`src/rtl/baccarat_task4.sv`:
```
// Single-player Baccarat engine: each KEY[0] press deals one card, and the hands, scores and winner are displayed.
// Optional build macro DEAL_LFSR_EN replaces the 1..13 wrap counter with a 7-bit LFSR card source.
//
// state  | meaning
// S_P1   | next step loads player card 1
// S_D1   | next step loads dealer card 1
// S_P2   | next step loads player card 2
// S_D2   | next step loads dealer card 2
// S_EVAL | next step applies the natural / third-card rules
// S_P3   | next step loads player card 3, then applies the dealer rule
// S_D3   | next step loads dealer card 3
// S_DONE | winner shown; steps ignored until reset
module baccarat_task4 #(
  parameter int SYNC_STAGES = 2
) (
  input  logic       CLOCK_50,
  input  logic [3:0] KEY,
  output logic [9:0] LEDR,
  output logic [6:0] HEX0,
  output logic [6:0] HEX1,
  output logic [6:0] HEX2,
  output logic [6:0] HEX3,
  output logic [6:0] HEX4,
  output logic [6:0] HEX5
);

  typedef enum logic [2:0] {
    S_P1, S_D1, S_P2, S_D2, S_EVAL, S_P3, S_D3, S_DONE
  } state_t;

  logic rst;
  logic unused_keys;
  assign rst         = KEY[3];
  assign unused_keys = ^KEY[2:1];

  logic [SYNC_STAGES-1:0] key_sync;
  logic                   key_prev;
  logic                   step;

  always_ff @(posedge CLOCK_50 or posedge rst) begin
    if (rst) begin
      key_sync <= '0;
      key_prev <= 1'b0;
    end else begin
      key_sync <= {key_sync[SYNC_STAGES-2:0], KEY[0]};
      key_prev <= key_sync[SYNC_STAGES-1];
    end
  end

  assign step = key_sync[SYNC_STAGES-1] & ~key_prev;

  logic [3:0] card_src;

`ifdef DEAL_LFSR_EN
  logic [6:0] lfsr;

  always_ff @(posedge CLOCK_50 or posedge rst) begin
    if (rst) lfsr <= 7'h01;
    else     lfsr <= {lfsr[5:0], lfsr[6] ^ lfsr[5]};
  end

  assign card_src = 4'(lfsr % 7'd13) + 4'd1;
`else
  logic [3:0] card_ctr;

  always_ff @(posedge CLOCK_50 or posedge rst) begin
    if (rst)                  card_ctr <= 4'd1;
    else if (card_ctr == 4'd13) card_ctr <= 4'd1;
    else                      card_ctr <= card_ctr + 4'd1;
  end

  assign card_src = card_ctr;
`endif

  function automatic logic [3:0] card_value(input logic [3:0] c);
    return (c >= 4'd1 && c <= 4'd9) ? c : 4'd0;
  endfunction

  function automatic logic [6:0] seg7(input logic [3:0] c);
    case (c)
      4'd1:    return 7'b0001000;
      4'd2:    return 7'b0100100;
      4'd3:    return 7'b0110000;
      4'd4:    return 7'b0011001;
      4'd5:    return 7'b0010010;
      4'd6:    return 7'b0000010;
      4'd7:    return 7'b1111000;
      4'd8:    return 7'b0000000;
      4'd9:    return 7'b0010000;
      4'd10:   return 7'b1000000;
      4'd11:   return 7'b1100001;
      4'd12:   return 7'b0011000;
      4'd13:   return 7'b0001001;
      default: return 7'b1111111;
    endcase
  endfunction

  // Banker third-card table, indexed by dealer score and the player's third-card value.
  function automatic logic dealer_draws(input logic [3:0] d, input logic [3:0] p3);
    case (d)
      4'd0, 4'd1, 4'd2: return 1'b1;
      4'd3:             return p3 != 4'd8;
      4'd4:             return p3 >= 4'd2 && p3 <= 4'd7;
      4'd5:             return p3 >= 4'd4 && p3 <= 4'd7;
      4'd6:             return p3 == 4'd6 || p3 == 4'd7;
      default:          return 1'b0;
    endcase
  endfunction

  logic [3:0] p_card [3];
  logic [3:0] d_card [3];
  logic [2:0] ld_p;
  logic [2:0] ld_d;

  always_ff @(posedge CLOCK_50 or posedge rst) begin
    if (rst) begin
      for (int i = 0; i < 3; i++) begin
        p_card[i] <= 4'd0;
        d_card[i] <= 4'd0;
      end
    end else begin
      for (int i = 0; i < 3; i++) begin
        if (ld_p[i]) p_card[i] <= card_src;
        if (ld_d[i]) d_card[i] <= card_src;
      end
    end
  end

  logic [4:0] p_sum;
  logic [4:0] d_sum;
  logic [3:0] p_score;
  logic [3:0] d_score;

  assign p_sum = 5'(card_value(p_card[0])) + 5'(card_value(p_card[1])) + 5'(card_value(p_card[2]));
  assign d_sum = 5'(card_value(d_card[0])) + 5'(card_value(d_card[1])) + 5'(card_value(d_card[2]));
  assign p_score = 4'(p_sum % 5'd10);
  assign d_score = 4'(d_sum % 5'd10);

  state_t state;
  state_t state_next;

  always_ff @(posedge CLOCK_50 or posedge rst) begin
    if (rst) state <= S_P1;
    else     state <= state_next;
  end

  always_comb begin
    state_next = state;
    ld_p       = 3'b000;
    ld_d       = 3'b000;
    if (step) begin
      case (state)
        S_P1: begin ld_p[0] = 1'b1; state_next = S_D1;   end
        S_D1: begin ld_d[0] = 1'b1; state_next = S_P2;   end
        S_P2: begin ld_p[1] = 1'b1; state_next = S_D2;   end
        S_D2: begin ld_d[1] = 1'b1; state_next = S_EVAL; end
        S_EVAL: begin
          if (p_score >= 4'd8 || d_score >= 4'd8) state_next = S_DONE;
          else if (p_score <= 4'd5)               state_next = S_P3;
          else if (d_score <= 4'd5)               state_next = S_D3;
          else                                    state_next = S_DONE;
        end
        // The dealer decision uses the card being loaded on this same edge.
        S_P3: begin
          ld_p[2]    = 1'b1;
          state_next = dealer_draws(d_score, card_value(card_src)) ? S_D3 : S_DONE;
        end
        S_D3: begin ld_d[2] = 1'b1; state_next = S_DONE; end
        default: state_next = state;
      endcase
    end
  end

  logic done;
  assign done = (state == S_DONE);

  assign LEDR = {done && (d_score >= p_score), done && (p_score >= d_score), d_score, p_score};
  assign HEX0 = seg7(p_card[0]);
  assign HEX1 = seg7(p_card[1]);
  assign HEX2 = seg7(p_card[2]);
  assign HEX3 = seg7(d_card[0]);
  assign HEX4 = seg7(d_card[1]);
  assign HEX5 = seg7(d_card[2]);

endmodule

```
`config.mk`:
```
export PLATFORM = sky130hd
export DESIGN_NAME = baccarat_task4
export DESIGN_NICKNAME = d
export VERILOG_FILES = /design/src/rtl/baccarat_task4.sv
export SDC_FILE = /design/constraint.sdc
export NUM_CORES = 1
export LEC_CHECK = 0
export BUFFER_PORTS_ARGS = -buffer_cell sky130_fd_sc_hd__clkbuf_2
export CAP_MARGIN = 10
export CORE_MARGIN = 5
export CORE_UTILIZATION = 29
export CTS_CLUSTER_DIAMETER = 200
export DETAILED_ROUTE_END_ITERATION = 10
export PLACE_DENSITY_LB_ADDON = 0.1
export SLEW_MARGIN = 20
export SYNTH_ARGS = -nofsm -noshare
export SYNTH_HDL_FRONTEND = slang
export SYNTH_SLANG_ARGS = --single-unit
```
`constraint.sdc`:
```
create_clock -name CLOCK_50 -period 7.1 [get_ports CLOCK_50]
set_input_delay 0.71 -clock CLOCK_50 [delete_from_list [all_inputs] [get_ports CLOCK_50]]
set_output_delay 0.71 -clock CLOCK_50 [all_outputs]
set_load 0.01 [all_outputs]
```
==> impl_metrics.toml, run 1 <==
[outcome]
status = "finished, final reports clean"

[clock_network]
insertion_delay_ns = 0.27
cts_tree = "built"
cts_buffers = 5
clock-root-buffer = "clkbuf_16"
clock_sinks = 34
cts_hold_buf = 0
htreeDepth = 2
clk_pin_slew_worst_paths_ns = 0.06
clock_path_buffers = 2

[job]
drv_cap = 0

[die]
die_h_um = 126
coreArea_um2 = 13200
die_x_um = 126
std_cell_rows = 42
ios = 57
die_area_um2 = 15800
initial_core_util_pct = 29.4

[routing]
viasPerCell = 4.75
first_pass_iters = 4
antenna_left = 0
drt-total-wl_um = 9470
via_count = 3381
drcViolationCount = 0
wire_per_inst_um = 13.3
initialDrtViolationCount = 203

[synth]
synth_top_family_by_area = "compound AO/OA/AOI/OAI gates"
synth-simple-area-share_pct = 18.4
ys_seq_area_share_pct = 22.0
ys_types = 56
synth_fa_ha_area_share_pct = 19.4
synth-xor-area-share_pct = 2.68
syn-instance-count = 491
syn_nets = 550
ys.flop_type = "dfrtp_1"
synth_edf_count = 0
async_flop_share_pct = 100
muxShareOfSynthArea_pct = 9.01
synth_compound_area_share_pct = 21.6
ys_seq_elements = 34
yosysWarnings = 0
synth_area_um2 = 3880
avgSynthCellArea_um2 = 7.89

[finish]
stdcell_area_um2 = 4530
multi_input_area_um2 = 2770
num_antenna_cells = 0
seqCellArea_um2 = 857
utilization_pct = 34.3
nNetsFinal = 594
drive_gt1_share_pct = 21.6
fillers = 1426
syn_to_final_growth_pct = 16.8

[min_path]
whs_path_depth = 0
hp-class = "reg -> reg"

[placement]
place_congestion = 0.770
placed_area_um2 = 4300
portBuffers = 54
hpwl_um = 7380

[global_routing]
grt_pass1_vias = 3385
grtUsageTotal_pct = 12.1
grt_pass1_wl_um = 16600
grt_max_degree = 35
antenna_found_initial = 0
grt.overflow.total = 0

[sta]
drv_slew = 0
finalSetupViolCount = 0
final.setup.tns_ns = 0
fin_crit_sh_pct = 92.8
relSlewSlack_pct = 50.9
fin_crit_ns = 6.59
finClkSkew_ns = 0.00570
fmax_ghz = 0.152
rsz0062_at_grt = "false"
whs_ns = 0.374
tightest_slew_ns = 0.731
finalHoldViolCount = 0

[critical_path]
crit_fanout = 6
end_kind = "output port"
crit_required_ns = 6.39
worstSetupStartpointType = "flip-flop"
arrival_ns = 5.88
cpPeakStageDelay_ns = 0.54
slowest_stage = "fa_1"
critPathKind = "reg -> out"
reg2reg_depth = 25
## logic make-up after synthesis
logic type      count (synthesis)
simple gates                  158
compound gates                130
buf+inv                        72
fa+ha+maj                      54
flops                          34
mux                            32
xor+xnor                       11
## what timing repair did
item / 4_1_cts / 5_1_grt
buffers inserted: 1 / 3
endpoints found under the setup margin: 1 / 2
pin swaps: 1 / 1
resized for setup: 0 / 12
## synthesized netlist by cell type, drive strengths merged, types with 3 or more instances
library cell,n,area share [%]
xor2,5,1.3
a21oi,35,4.5
o21bai,5,1.1
nand3,11,1.4
nor4b,4,0.90
o31ai,8,1.5
xnor2,6,1.4
nand2b,10,1.6
nor2b,6,0.97
a21o,5,1.0
ha,44,14
and3,4,0.65
dfrtp,33,21
o21ai,42,5.4
a31oi,6,0.97
mux2i,9,2.3
a211oi,6,1.2
mux2,23,6.7
nor2,54,5.2
o22ai,3,0.48
nand2,54,5.2
inv,47,4.6
fa,10,5.2
clkbuf,23,2.2
nor3,4,0.52
## metrics by stage
stage | setup slack [ns] | cells
finish | 0.508 | 712
global route | 0.0101 | 712
CTS | 0.144 | 709
detailed placement | 0.266 | 700
global placement | 0.383 | 700
floorplan | 0.908 | 491
## layout by cell type, fill, tap and decap left out, types with 9 or more instances in the layout
cell type	Yosys	layout
mux2i_1	9	9
o21ai_0	42	42
mux2_2	23	23
clkbuf_2	0	54
nand2b_1	10	10
fa_1	10	10
a21oi_1	35	34
nor2_1	54	54
inv_1	46	43
nand2_1	54	54
dfrtp_1	33	29
nand3_1	11	11
ha_1	44	41
## worst max-delay path: cells and delay by family (launching register included)
kind	cells	cell delay, ns
AO/OA/AOI/OAI	7	1.36
XOR/XNOR	3	0.47
adder cells (fa/ha/maj)	7	2.11
buffers and inverters	4	0.45
flip-flops	1	0.45
AND/OR/NAND/NOR	8	0.79
## registers in the layout (all words and copies together), names as in the netlist
name,count
key_sync,2
card_ctr,4
d_card,12
state,3
key_prev,1
p_card,12
## path summary, 6_finish.rpt
| path | slack [ns] | start | end |
|---|---|---|---|
| max | 0.51 | p_card[8]$_DFFE_PP0P_ | LEDR[9] |
| min reg2reg | 0.37 | key_sync[1]$_DFF_PP0_ | key_prev$_DFF_PP0_ |
| min in group asynchronous | 0.51 | KEY[3] | key_sync[0]$_DFF_PP0_ |
| max reg2reg | 1.93 | p_card[8]$_DFFE_PP0P_ | state[0]$_DFFE_PP0P_ |
| max in group asynchronous | 6.25 | KEY[3] | card_ctr[0]$_DFF_PP1_ |
| min | 0.37 | key_sync[1]$_DFF_PP0_ | key_prev$_DFF_PP0_ |
## per-layer routing
| metal | up-vias | track usage, % | routed length, µm |
|---|---|---|---|
| met5 | - | 0 | 0 |
| met4 | 0 | 1.28 | 65 |
| met3 | 6 | 1.69 | 203 |
| met2 | 46 | 19.7 | 4250 |
| met1 | 1554 | 17.6 | 4950 |
| li1 | 1775 | - | - |
## final cells by class
cell class / instances / area share (%)
clock buffers: 5 / 2.76
clock inverters: 3 / 0.995
inverters: 47 / 3.90
multi-input cells: 385 / 61.3
flip-flops and latches: 34 / 18.9
well taps: 176 / 4.86
repair buffers: 62 / 7.29
Power of run 1 is left out: the tool's default activity adds up to more than one toggle a clock period on the data nets, which glitch-free logic cannot reach.
==> inputs of run 2 (changes only) <==
CTS_BUF_LIST = sky130_fd_sc_hd__clkbuf_8   (was default)
==> impl_metrics.toml, run 2 (synthesized netlist as in run 1, its figures left out) <==
[critical_path]
cp-startpoint = "p_card[8]$_DFFE_PP0P_"
reg2reg_to = "state[0]$_DFFE_PP0P_"
crit_required_ns = 6.39
path_delay_family = "adder cells"
cp.depth = 29
slowest_stage = "fa_1"
cpPeakStageDelay_ns = 0.54
arrival_ns = 5.85
worstReg2RegStart = "p_card[8]$_DFFE_PP0P_"
crit_fanout = 6
r2r_slack_ns = 1.98
reg2reg_depth = 25
critPathKind = "reg -> out"
end_kind = "output port"
path_buf_inv = 4
worstSetupStartpointType = "flip-flop"
crit_end = "LEDR[9]"

[routing]
initialDrtViolationCount = 205
viasPerCell = 4.78
antenna_left = 0
drcViolationCount = 0
drt-total-wl_um = 9480
via_count = 3404
first_pass_iters = 4
wire_per_inst_um = 13.3

[finish]
nNetsFinal = 594
most-common-layout-cells = "54 x nand2_1, 54 x nor2_1, 54 x clkbuf_2"
syn_to_final_growth_pct = 15.4
reg_top3 = "d_card x12, p_card x12, card_ctr x4"
stdcell_area_um2 = 4470
drive_gt1_share_pct = 21.6
num_antenna_cells = 0

[sta]
drv_slew = 0
final.setup.tns_ns = 0
finClkSkew_ns = 0.00918
fin_crit_sh_pct = 92.4
relSlewSlack_pct = 50.7
finalSetupViolCount = 0
fmax_ghz = 0.152
finalHoldViolCount = 0
rsz0062_at_grt = "false"
fin_crit_ns = 6.56
tightest_slew_ns = 0.734

[global_routing]
antenna_found_initial = 0
grtUsageTotal_pct = 12.1
grt_pass1_vias = 3375
grt_pass1_wl_um = 16500
grt.overflow.total = 0
grt_max_degree = 35

[die]
initial_core_util_pct = 29.4
die_h_um = 126
std_cell_rows = 42
ios = 57
coreArea_um2 = 13200
die_x_um = 126
die_area_um2 = 15800

[clock_network]
htreeDepth = 2
cts_hold_buf = 0
cts_buffers = 5
insertion_delay_ns = 0.28
cts_tree = "built"
clock_path_buffers = 2
clock-root-buffer = "clkbuf_8"
clock_sinks = 34
clk_pin_slew_worst_paths_ns = 0.07

[min_path]
hp-class = "reg -> reg"

[job]
drv_cap = 0

[placement]
place_congestion = 0.770
hpwl_um = 7380
placed_area_um2 = 4300
portBuffers = 54

[outcome]
status = "finished, final reports clean"
==> run 2: cell counts in the layout (fill, tap and decap cells not counted) <==
Identical to the previous run, type by type.
==> run 2: how the worst min path moves through the flow <==
stage	startpoint	end	slack [ns]	cells past startpoint
6_report	key_sync[1]$_DFF_PP0_	key_prev$_DFF_PP0_	0.38	0
5_1_grt	key_sync[1]$_DFF_PP0_	key_prev$_DFF_PP0_	0.39	0
2_1_floorplan	key_sync[0]$_DFF_PP0_	key_sync[1]$_DFF_PP0_	0.33	0
3_5_place_dp	key_sync[1]$_DFF_PP0_	key_prev$_DFF_PP0_	0.36	0
3_3_place_gp	key_sync[1]$_DFF_PP0_	key_prev$_DFF_PP0_	0.36	0
4_1_cts	key_sync[1]$_DFF_PP0_	key_prev$_DFF_PP0_	0.37	0
==> run 2: area by class of cell <==
type | count | area [µm²]
inverter | 47 | 176
timing repair buffer | 62 | 330
fill | 1430 | 8720
tap | 176 | 220
clock buffer | 5 | 68.8
clock inverter | 3 | 45.0
multi-input combinational | 385 | 2770
sequential | 34 | 857
==> run 2: through the flow <==
stage	std cells	util, %	setup slack [ns]	hold WS, ns
floorplan	491	-	0.908	0.331
global placement	700	32.6	0.383	0.363
detailed placement	700	32.6	0.266	0.363
CTS	709	33.5	0.128	0.374
global route	712	33.9	0.0327	0.389
finish	712	33.9	0.541	0.376
==> run 2: layer usage <==
metal,part of all wire [%],up-vias,track usage (%)
met5,0,-,0
met2,45,45,19.4
li1,-,1780,-
met1,52,1569,17.7
met4,0.92,0,1.72
met3,2.3,10,1.69
==> run 2: worst reg2reg max path, delay by kind of cell, from the launching register on <==
family / cells / cell delay, ns
AOI/OAI and AO/OA: 6 / 1.33
xor gates and xnor gates: 3 / 0.36
adders and majority gates: 6 / 1.79
buffers and inverters: 4 / 0.49
DFF: 1 / 0.45
and+or+nand+nor: 6 / 0.58
==> run 2: what timing repair did <==
item                                    in CTS  in global routing
endpoints found under the setup margin       1                  2
pin swaps                                    1                  1
buffers inserted                             1                  3
gates resized for setup                      0                 12
Power of run 2 is left out for the same reason.
